### src/rtl/pipeline_ctrl.sv
// -----------------------------------------------------------------------------
// pipeline_ctrl
//
// Central stall/flush controller for the five-stage core. Merges stall
// requests from the IF bus port, ID (load-use), EX (multi-cycle) and the MEM
// bus port into the 6-bit stall vector. It turns an exception or ERET reported
// by MEM into a one-cycle flush with a redirect PC. A flush waits while an
// AXI-Lite transaction is outstanding, so a bus handshake is never abandoned.
//
// Optional feature macro: PIPELINE_CTRL_PERF_EN
//   When defined, adds the stall_cycles output (32-bit wrapping count of
//   cycles with stall[0]=1).
//
// Parameters
//   EXC_VECTOR    redirect PC for all non-ERET exceptions
//   ERET_CODE     excepttype value that denotes ERET
//   STALL_TIMEOUT consecutive stalled cycles that set stall_timeout
//
// Ports
//   clk               system clock, rising edge
//   rst               asynchronous active-high reset
//   stallreq_from_if  instruction bus transaction outstanding
//   stallreq_from_id  load-use hazard
//   stallreq_from_ex  multi-cycle EX operation busy
//   stallreq_from_mem data bus transaction outstanding
//   excepttype        exception code from MEM (0 = none)
//   cp0_epc           EPC used as the ERET target
//   stall[5:0]        hold: bit0 PC, 1 IF, 2 ID, 3 EX, 4 MEM, 5 WB
//   flush             one-cycle clear of all pipeline registers
//   new_pc            redirect target, valid while flush=1, else 0
//   stall_timeout     sticky watchdog flag, cleared only by rst
//   stall_cycles      stalled-cycle counter (PIPELINE_CTRL_PERF_EN only)
// -----------------------------------------------------------------------------
module pipeline_ctrl #(
  parameter logic [31:0] EXC_VECTOR    = 32'hBFC00380,
  parameter logic [31:0] ERET_CODE     = 32'h0000000E,
  parameter logic [15:0] STALL_TIMEOUT = 16'd1024
) (
  input  logic        clk,
  input  logic        rst,
  input  logic        stallreq_from_if,
  input  logic        stallreq_from_id,
  input  logic        stallreq_from_ex,
  input  logic        stallreq_from_mem,
  input  logic [31:0] excepttype,
  input  logic [31:0] cp0_epc,
  output logic [5:0]  stall,
  output logic        flush,
  output logic [31:0] new_pc,
  output logic        stall_timeout
`ifdef PIPELINE_CTRL_PERF_EN
  ,
  output logic [31:0] stall_cycles
`endif
);

  typedef enum logic [0:0] {
    IDLE       = 1'b0,
    PEND_FLUSH = 1'b1
  } state_t;

  state_t      state_reg, state_next;
  logic [31:0] pend_pc_reg, pend_pc_next;
  logic [15:0] wd_count_reg, wd_count_next;
  logic        timeout_reg, timeout_next;

  logic [5:0]  stall_int;
  logic        flush_int;
  logic [31:0] new_pc_int;

  // Either bus port has a handshake in flight; a flush must wait for both.
  logic        bus_busy;
  logic        exc_present;
  logic [31:0] exc_target;

  assign bus_busy    = stallreq_from_if | stallreq_from_mem;
  assign exc_present = (excepttype != 32'd0);
  assign exc_target  = (excepttype == ERET_CODE) ? cp0_epc : EXC_VECTOR;

  // ---------------------------------------------------------------------------
  // State register
  // ---------------------------------------------------------------------------
  always_ff @(posedge clk or posedge rst) begin
    if (rst) begin
      state_reg    <= IDLE;
      pend_pc_reg  <= 32'd0;
      wd_count_reg <= 16'd0;
      timeout_reg  <= 1'b0;
    end else begin
      state_reg    <= state_next;
      pend_pc_reg  <= pend_pc_next;
      wd_count_reg <= wd_count_next;
      timeout_reg  <= timeout_next;
    end
  end

  // ---------------------------------------------------------------------------
  // Next state and combinational outputs
  // ---------------------------------------------------------------------------
  always_comb begin
    state_next   = state_reg;
    pend_pc_next = pend_pc_reg;
    stall_int    = 6'b000000;
    flush_int    = 1'b0;
    new_pc_int   = 32'd0;

    case (state_reg)
      IDLE: begin
        if (exc_present) begin
          if (bus_busy) begin
            // Freeze everything and remember where to go once the bus drains.
            stall_int    = 6'b111111;
            pend_pc_next = exc_target;
            state_next   = PEND_FLUSH;
          end else begin
            flush_int  = 1'b1;
            new_pc_int = exc_target;
          end
        end else if (stallreq_from_mem) begin
          stall_int = 6'b011111;
        end else if (stallreq_from_ex) begin
          stall_int = 6'b001111;
        end else if (stallreq_from_id) begin
          stall_int = 6'b000111;
        end else if (stallreq_from_if) begin
          stall_int = 6'b000011;
        end
      end

      PEND_FLUSH: begin
        // New exception codes are ignored here: the first one owns the flush.
        if (bus_busy) begin
          stall_int = 6'b111111;
        end else begin
          flush_int    = 1'b1;
          new_pc_int   = pend_pc_reg;
          pend_pc_next = 32'd0;
          state_next   = IDLE;
        end
      end

      default: begin
        state_next = IDLE;
      end
    endcase
  end

  // Outputs are held quiet for the whole reset pulse, not just after the edge.
  assign stall  = rst ? 6'b000000 : stall_int;
  assign flush  = rst ? 1'b0      : flush_int;
  assign new_pc = rst ? 32'd0     : new_pc_int;

  // ---------------------------------------------------------------------------
  // Watchdog: counts consecutive PC-stall cycles, saturating. The flag is set
  // on the same edge the counter lands on STALL_TIMEOUT, so it becomes visible
  // right after the STALL_TIMEOUT-th stalled cycle.
  // ---------------------------------------------------------------------------
  always_comb begin
    wd_count_next = 16'd0;
    timeout_next  = timeout_reg;
    if (stall_int[0]) begin
      if (wd_count_reg == 16'hFFFF) begin
        wd_count_next = wd_count_reg;
      end else begin
        wd_count_next = wd_count_reg + 16'd1;
      end
      if (wd_count_next == STALL_TIMEOUT) begin
        timeout_next = 1'b1;
      end
    end
  end

  assign stall_timeout = timeout_reg;

`ifdef PIPELINE_CTRL_PERF_EN
  // ---------------------------------------------------------------------------
  // Performance counter: total stalled cycles, wraps naturally at 2^32.
  // ---------------------------------------------------------------------------
  logic [31:0] stall_cycles_reg;

  always_ff @(posedge clk or posedge rst) begin
    if (rst) begin
      stall_cycles_reg <= 32'd0;
    end else if (stall_int[0]) begin
      stall_cycles_reg <= stall_cycles_reg + 32'd1;
    end
  end

  assign stall_cycles = stall_cycles_reg;
`endif

endmodule

### config.mk
export PLATFORM = sky130hd
export DESIGN_NAME = pipeline_ctrl
export DESIGN_NICKNAME = d
export VERILOG_FILES = /design/src/rtl/pipeline_ctrl.sv
export SDC_FILE = /design/constraint.sdc
export NUM_CORES = 1
export LEC_CHECK = 0
export CAP_MARGIN = 20
export CORE_MARGIN = 8
export CORE_UTILIZATION = 49
export CTS_CLUSTER_SIZE = 40
export DETAILED_ROUTE_END_ITERATION = 10
export PLACE_DENSITY = 0.86
export SETUP_SLACK_MARGIN = 0.5
export SLEW_MARGIN = 0
export SYNTH_ARGS = -nofsm -noshare
export SYNTH_HDL_FRONTEND = slang
export SYNTH_SLANG_ARGS = --single-unit
### constraint.sdc
create_clock -name clk -period 3.95 [get_ports clk]
set_clock_uncertainty 0.15 [all_clocks]
set_input_delay 0.79 -clock clk [delete_from_list [all_inputs] [get_ports clk]]
set_output_delay 0.79 -clock clk [all_outputs]
set_load 0.05 [all_outputs]
======== After elaboration in Yosys (flattened, before gate mapping) ========
Cells that the tools add are included.
cells by class
  $add $sub $neg .......................... 1
  equal/unequal tests ..................... 6
  mux-type cells .......................... 28
  bitwise gates (word level) .............. 2
  reduce and logical (&&, ||, !) cells .... 3
operators by type and width
  operator                 count
  $mux W32                 8
  $pmux W32 S2             2
  $mux W16                 3
  $eq A32 B4 Y1 const B    1
  $reduce_bool A32 Y1      1
  $mux W6                  3
  $add A16 B1 Y16 const B  1
  $eq A16 B11 Y1 const B   1
  $eq A16 B16 Y1 const B   1
  $pmux W6 S2              1
  $ne A2 B2 Y1 const B     3
  $mux W1                  5
  $mux W5                  1
  $mux W4                  1
  $pmux W1 S2              2
  $mux W3                  1
  $reduce_and A3 Y1        1
  $mux W2                  1
  $reduce_and A2 Y1        1
  $not A1 Y1               1
  $or A1 B1 Y1             1
storage, ports and cells
  register bits after elaboration ......... 50
  input bits .............................. 70
  output and inout port bits .............. 40
  logic and storage cells ................. 44

======== Logic depth before layout (Yosys ltp) ========
Gate-level depths: netlist of the first run.
  depth in word-level cells ............... 9
  gate-level depth with buffers ........... 8
  mapped depth without buffers ............ 7

======== Worst setup path after synthesis of the first run ========
No wires, ideal clock.
  path kind ............................... input to output
  start ................................... in excepttype[5]
  end ..................................... out stall[1]
  arrival time ............................ 2901 ps
  data required time ...................... 3010 ps
  slack ................................... 109 ps
  stages .................................. 7
  buffers on the path ..................... 2
  cells stage by stage .................... nor4_1 > nand4_1 > nor3_2 > a21boi_1 > clkbuf_1 > nor2_1 > buf_4
on the way
  word-level cells in the longest chain between the ends .. 4
ends and longest elaborated chain
  item                 RTL line  RTL
  start: declaration   45        input logic [31:0] excepttype,
  $reduce_bool A32 Y1  77        assign exc_present = (excepttype != 32'd0);
  $mux W6              109       if (exc_present) begin
  $pmux W6 S2          107       case (state_reg)
  $mux W6              149       assign stall = rst ? 6'b000000 : stall_int;
  end: declaration     47        output logic [5:0] stall,
No other way between the ends.

======== Worst setup path in the final report of the first run ========
  start ................................... in excepttype[29]
  end ..................................... out stall[2]
The elaborated chain is that of the path after synthesis.

==> reports/metrics.cfg, run 1 <==
[run_status]
status=completed

[synthesis]
ys_seq_area_share_pct=40.7
synth_compound_area_share_pct=19.0
synthTopCellsByCount=64 x nor2_1, 50 x dfrtp_1, 49 x o21ai_0
synth_top_family_by_area=simple AND/OR/NAND/NOR gates
synth_flop_cell=dfrtp_1
yosysMostFrequentCell=nor2_1
yosys.area.top_type=dfrtp_1
syn_avg_cell_area_um2=7.84
synthAdderAreaFrac_pct=0.407
synth_xor_area_share_pct=2.56
netlist_top_cells_area=dfrtp_1 41%, o21ai_0 8.0%, nor2_1 7.8%
synth-seq-cells=50
synth_simple_gate_area_share_pct=29.6
synthDistinctLibCells=39
netlist_instances=392
synth.top_cell.area_share_pct=40.7
syn_area_um2=3070
synth_edf_count=0
yosys_warnings=0
muxShareOfSynthArea_pct=1.63
synthArstFlopShare_pct=100
syn-num-nets=463

[sta]
worst_pin_slew_ns=0.511
max_freq_mhz=277
setup_tns_ns=0
post-route-min-period_ns=3.61
finalSetupViolations=0
finalHoldViolations=0
final.period_utilization_pct=91.5
maxSlewViolCount=0
slew_headroom_pct=65.9
rsz0062_at_grt=true

[placement]
placed_area_um2=4510
place_congestion=0.855
dp_hpwl_um=6780
dp.cells=549
port_buffers=109

[critical_path]
path_class=input pin to primary output
worstPathArrival_ns=2.67
worstPathRequired_ns=3.01
path_cells=buf_2 -> nor4_4 -> nand4_1 -> buf_6 -> buf_12 -> buf_6 -> nor4_4 -> buf_4 -> mux2i_1 -> nor2_1 -> nor2_2 -> buf_12
cp_max_fo=4
critPathCaptureType=primary output
max_stage_delay_ns=0.27
rr_startpoint=wd_count_reg[0]$_DFF_PP0_
cp_slowest_cell=nor4_4
startpoint_type=input pin
crit_start=excepttype[29]

[clocking]
cts_tree=built
cts_sinks=50
ctsLongestPathBuffers=2
cts_buffers=5
clkTransAtPathRegs_ns=0.10
htreeDepth=2
root_buffer=clkbuf_8
insertion_delay_ns=0.32
cts_hold_buffers=0

[drt]
vias=3678
dr.max_layer_used=met4
met3_wirelength_um=1070
finalWirelength_um=12900
wl_met2_um=6600
first_pass_iters=6
drc_errors=0
wl_per_cell_um=22.3
vias_per_cell=6.35
ant_nets=0
drt-met1-wl_um=4610
drtIter0Drc=259

[floorplanning]
core_um2=6200
io_pins=110
die_area_um2=9060
initial_core_util_pct=49.5
die_w_um=95.2
num_rows=29
die_h_um=95.2

[power]
peakVddDrop_v=0.000189
power.density_nw_per_um2=241
leakagePower_nw=2.07

[final_layout]
largest_reg_flops=32
area_delta_synth_final_pct=68.2
final_util_pct=83.3
final_nets=571
drive_gt1_share_pct=33.3
stdcell_area_um2=5170
final_cells=579

[grt]
grt_pass1_vias=3695
antenna_found_initial=1
grt_pass1_wl_um=18400
grt_util_all_layers_pct=25.8
grt_max_degree=51
grt.overflow.total=0

[min_path]
holdCritPathClass=input pin to asynchronous set/reset pin

[flow_run]
drv_cap=0

## layout make-up
type	count	area, um2
multi-input combinational	302	2020
timing repair buffer	138	1680
sequential	50	1250
fill	318	1030
clock buffer	7	96.3
tap	77	96.3
inverter	3	11.3
clock inverter	1	8.76
antenna	1	2.50
## layer usage
layer  GRT usage (%)  vias to the layer above
met1            28.7                     1774
met2            44.4                      226
li1                -                     1621
met3            6.93                       57
met4            13.1                        0
met5               0                        -
## cells in the final DEF, fill, tap and decap left out, drive strengths merged, types with 9 or more instances in the layout
cell type,instances
o21ai,49
dfrtp,50
nor4,9
buf,85
nand2,44
a21oi,14
clkbuf,9
a32oi,20
nor2,64
nand3,44
clkdlybuf4s50,37
## where the power goes
part | total, mW | leakage (nW) | switching (mW) | internal, mW
sequential | 0.585 | 0.667 | 0.0411 | 0.544
clock | 0.347 | 0.0545 | 0.186 | 0.161
combinational | 0.315 | 1.35 | 0.174 | 0.140
total | 1.25 | 2.07 | 0.401 | 0.845
## cell families (layout without fill, tap and decap cells)
group / Yosys count / in the layout
other: 0 / 1
adder cells (fa/ha/maj): 1 / 1
flip-flops: 50 / 50
XOR/XNOR: 9 / 9
AO/OA/AOI/OAI: 95 / 95
buffers and inverters: 40 / 149
multiplexers: 5 / 5
AND/OR/NAND/NOR: 192 / 192
## final timing paths
path                                         endpoint  slack, ns  cells after the start
setup / recovery                             stall[2]       0.34                     12
hold / removal             pend_pc_reg[1]$_DFFE_PP0P_       0.30                      2
setup reg to reg            stall_timeout$_DFFE_PP0P_       1.40                      7
hold reg to reg             stall_timeout$_DFFE_PP0P_       0.35                      1
max in group asynchronous  pend_pc_reg[5]$_DFFE_PP0P_       2.88                      3
min in group clk            stall_timeout$_DFFE_PP0P_       0.35                      1
## repair_timing
| item | in CTS | in global routing |
|---|---|---|
| hold endpoints to repair | 0 | 0 |
| setup endpoints to repair | 38 | 38 |
| pin swaps | 19 | 16 |
| resized for setup | 120 | 21 |
| setup buffers | 11 | 3 |
| cloned | 4 | 1 |
## stage by stage
| stage | setup slack, ns | total power, mW | hold slack [ns] |
|---|---|---|---|
| 2_1_floorplan | 0.375 | 0.744 | 0.319 |
| 3_3_place_gp | 0.0871 | 0.868 | 0.305 |
| 3_5_place_dp | 0.0732 | 0.877 | 0.316 |
| 4_1_cts | 0.413 | 1.21 | 0.337 |
| 5_1_grt | 0.261 | 1.29 | 0.314 |
| 6_report | 0.336 | 1.25 | 0.304 |
## critical path: cells and delay by family
| kind | cells | cell delay, ns |
|---|---|---|
| buffers and inverters | 6 | 0.84 |
| AND/OR/NAND/NOR | 5 | 0.84 |
| multiplexers | 1 | 0.21 |
Note: power is estimated with default switching activity, not from simulation.
==> run 2, diff against run 1 <==
- PLACE_DENSITY: 0.86 -> default
- PLACE_DENSITY_LB_ADDON: default -> 0.3
==> run 2 against run 1 <==
  * Register-to-register slack better by 0.10 ns
  * First-iteration DRC count grew 37%
  * Global-route usage fell by 1.6 points
  * Sequential share of layout area grew 0.59 points
  * Flip-flop and latch count is the same
  * Hold slack gained 0.019 ns
==> reports/metrics.cfg, run 2 (synthesis results as in run 1) <==
[run_status]
status=completed  ; unchanged

[final_layout]
final_nets=570  ; was 571
drive_gt1_share_pct=33.3  ; about the same
seq_area_um2=1250  ; unchanged
area_delta_synth_final_pct=64.2  ; was 68.2%
final_common_cell=dfrtp_1  ; unchanged
n_fill_cell=324  ; was 318
largest_reg_flops=32  ; unchanged
antennaDiodeCount=0  ; was 1
stdcell_area_um2=5050  ; was 5170 um2
final_cells=576  ; was 579
layout_common_cells=50 x dfrtp_1, 46 x o21ai_0, 44 x nand2_1, 44 x nand3_1, 41 x nor2_1  ; was 50 x dfrtp_1, 47 x o21ai_0, 44 x nand3_1, 43 x nand2_1, 38 x nor2_1
multi_input_area_um2=2010  ; was 2020 um2

[drt]
first_pass_iters=5  ; was 6
vias=3709  ; was 3678
finalWirelength_um=12600  ; was 12900 um
vias_per_cell=6.44  ; was 6.35
wl_per_cell_um=21.9  ; was 22.3 um
drc_errors=0  ; unchanged
drtIter0Drc=356  ; was 259
ant_nets=0  ; unchanged

[critical_path]
worst-path-buf-inv=3  ; was 6
rr_startpoint=wd_count_reg[0]$_DFF_PP0_  ; unchanged
critPathCaptureType=primary output  ; unchanged
r2r_cells=7  ; unchanged
r2r-end=stall_timeout$_DFFE_PP0P_  ; unchanged
crit_start=stallreq_from_if  ; was excepttype[29]
crit_family=buffers and inverters  ; was simple AND/OR/NAND/NOR gates
cp_slowest_cell=clkdlybuf4s50_1  ; was nor4_4
path_class=input pin to primary output  ; unchanged
startpoint_type=input pin  ; unchanged
path_cells=clkdlybuf4s50_1 -> nor2_2 -> and2_1 -> buf_6 -> nand2_1 -> a21oi_2 -> buf_6  ; was buf_2 -> nor4_4 -> nand4_1 -> buf_6 -> buf_12 -> buf_6 -> nor4_4 -> buf_4 -> mux2i_1 -> nor2_1 -> nor2_2 -> buf_12
path_common_cell=buf_6
cp_max_fo=32  ; was 4
max_stage_delay_ns=0.53  ; was 0.27 ns
worstPathRequired_ns=3.01  ; about the same
rrSetupSlack_ns=1.50  ; was 1.40 ns
worstPathArrival_ns=2.80  ; was 2.67 ns

[power]
peakVddDrop_v=0.000226  ; was 0.000189 V
power_mw=1.20  ; was 1.25 mW
leakagePower_nw=2.08  ; was 2.07 nW
power.density_nw_per_um2=237  ; was 241 nW/um2

[sta]
max_freq_mhz=268  ; was 277 MHz
setup_tns_ns=0  ; unchanged
maxSlewViolCount=0  ; unchanged
finalSetupViolations=0  ; unchanged
worst_pin_slew_ns=1.07  ; was 0.511 ns
finalHoldViolations=0  ; unchanged
slew_headroom_pct=28.4  ; was 65.9%
rsz0062_at_grt=true  ; unchanged
final.period_utilization_pct=94.6  ; was 91.5%
post-route-min-period_ns=3.74  ; was 3.61 ns

[floorplanning]
die_w_um=95.2  ; unchanged
die_area_um2=9060  ; unchanged
initial_core_util_pct=49.5  ; unchanged
core_um2=6200  ; unchanged
num_rows=29  ; unchanged
die_h_um=95.2  ; unchanged
io_pins=110  ; unchanged

[grt]
grt_util_all_layers_pct=24.2  ; was 25.8%
grt_max_degree=65  ; was 51
grt.overflow.total=0  ; unchanged
grt_pass1_wl_um=17400  ; was 18400 um
grt_pass1_vias=3581  ; was 3695
antenna_found_initial=0  ; was 1

[placement]
dp_hpwl_um=6780  ; about the same
place_congestion=0.826  ; was 0.855
placed_area_um2=4490  ; was 4510 um2
dp.cells=550  ; was 549
port_buffers=109  ; unchanged

[clocking]
cts_buffers=5  ; unchanged
ctsLongestPathBuffers=2  ; unchanged
cts_tree=built  ; unchanged
clkTransAtPathRegs_ns=0.09  ; was 0.10 ns
htreeDepth=2  ; unchanged
cts_sinks=50  ; unchanged
root_buffer=clkbuf_8  ; unchanged
insertion_delay_ns=0.31  ; was 0.32 ns
cts_hold_buffers=0  ; unchanged

[min_path]
holdCritPathClass=flop to flop  ; was input pin to asynchronous set/reset pin
whs_path_depth=1
min-delay-start=stall_timeout$_DFFE_PP0P_
min_to=stall_timeout$_DFFE_PP0P_

[flow_run]
drv_cap=0  ; unchanged

[run 2: cell types whose count changed in the layout (fill, tap and decap cells not counted), sizes merged]
cell,delta
diode,-1
buf,-2
clkinv,+1
bufbuf,+1
dlygate4sd2,-1
clkbuf,-2
clkdlybuf4s15,+1
[run 2: cell type report]
type,instances,share of cell area [%]
inverters,3,0.223
well taps,77,1.91
multi-input cells,302,39.9
clock buffers,5,1.36
repair buffers,137,31.7
clock inverters,2,0.198
flip-flops and latches,50,24.8
[run 2: stage by stage]
| step | setup slack (ns) | util, % | hold WS, ns |
|---|---|---|---|
| 4_1_cts | 0.372 | 78.1 | 0.328 |
| 6_report | 0.213 | 81.3 | 0.323 |
| 3_5_place_dp | 0.0834 | 72.4 | 0.307 |
| 3_3_place_gp | 0.142 | 72.4 | 0.304 |
| 5_1_grt | 0.139 | 81.3 | 0.336 |
| 2_1_floorplan | 0.375 | - | 0.319 |
[run 2: worst max path at each step]
stage	end	slack, ns	cells past startpoint
global route	new_pc[8]	0.14	7
global placement	new_pc[1]	0.14	9
floorplan	stall[1]	0.37	7
CTS	stall[2]	0.37	10
detailed placement	new_pc[10]	0.08	9
finish	new_pc[8]	0.21	7
[run 2: worst register-to-register path, stage by stage (launching register included)]
cell and delay (ns):
dfrtp_1 0.45, ha_1 0.27, and3_1 0.36, nand3_1 0.19, or4b_1 0.53, a21boi_1 0.12, and4_1 0.19, a41o_1 0.14
[run 2: repair_timing]
action | in CTS | in global routing
endpoints found under the setup margin | 39 | 36
pin swaps | 35 | 27
buffers inserted | 11 | 2
gates cloned | 4 | 1
gates resized for setup | 116 | 23
[run 2: metal layers]
metal	vias to the layer above	part of all wire [%]	track usage [%]
li1	1621	-	-
met1	1765	37	27.5
met2	251	50	42.6
met3	72	7.6	5.20
met4	0	5.9	11.1
met5	-	0	0
[run 2: where the power goes]
group | leakage [nW] | switching (mW) | internal, mW
registers | 0.667 | 0.0409 | 0.544
logic | 1.37 | 0.175 | 0.138
clock network | 0.0438 | 0.181 | 0.120
total | 2.08 | 0.397 | 0.802
==> run 3, diff against run 2 <==
- ABC_CLOCK_PERIOD_IN_PS: default -> 3950
==> results of run 3 <==
Same layout as run 2: the final DEF is identical, and so are final timing and power.
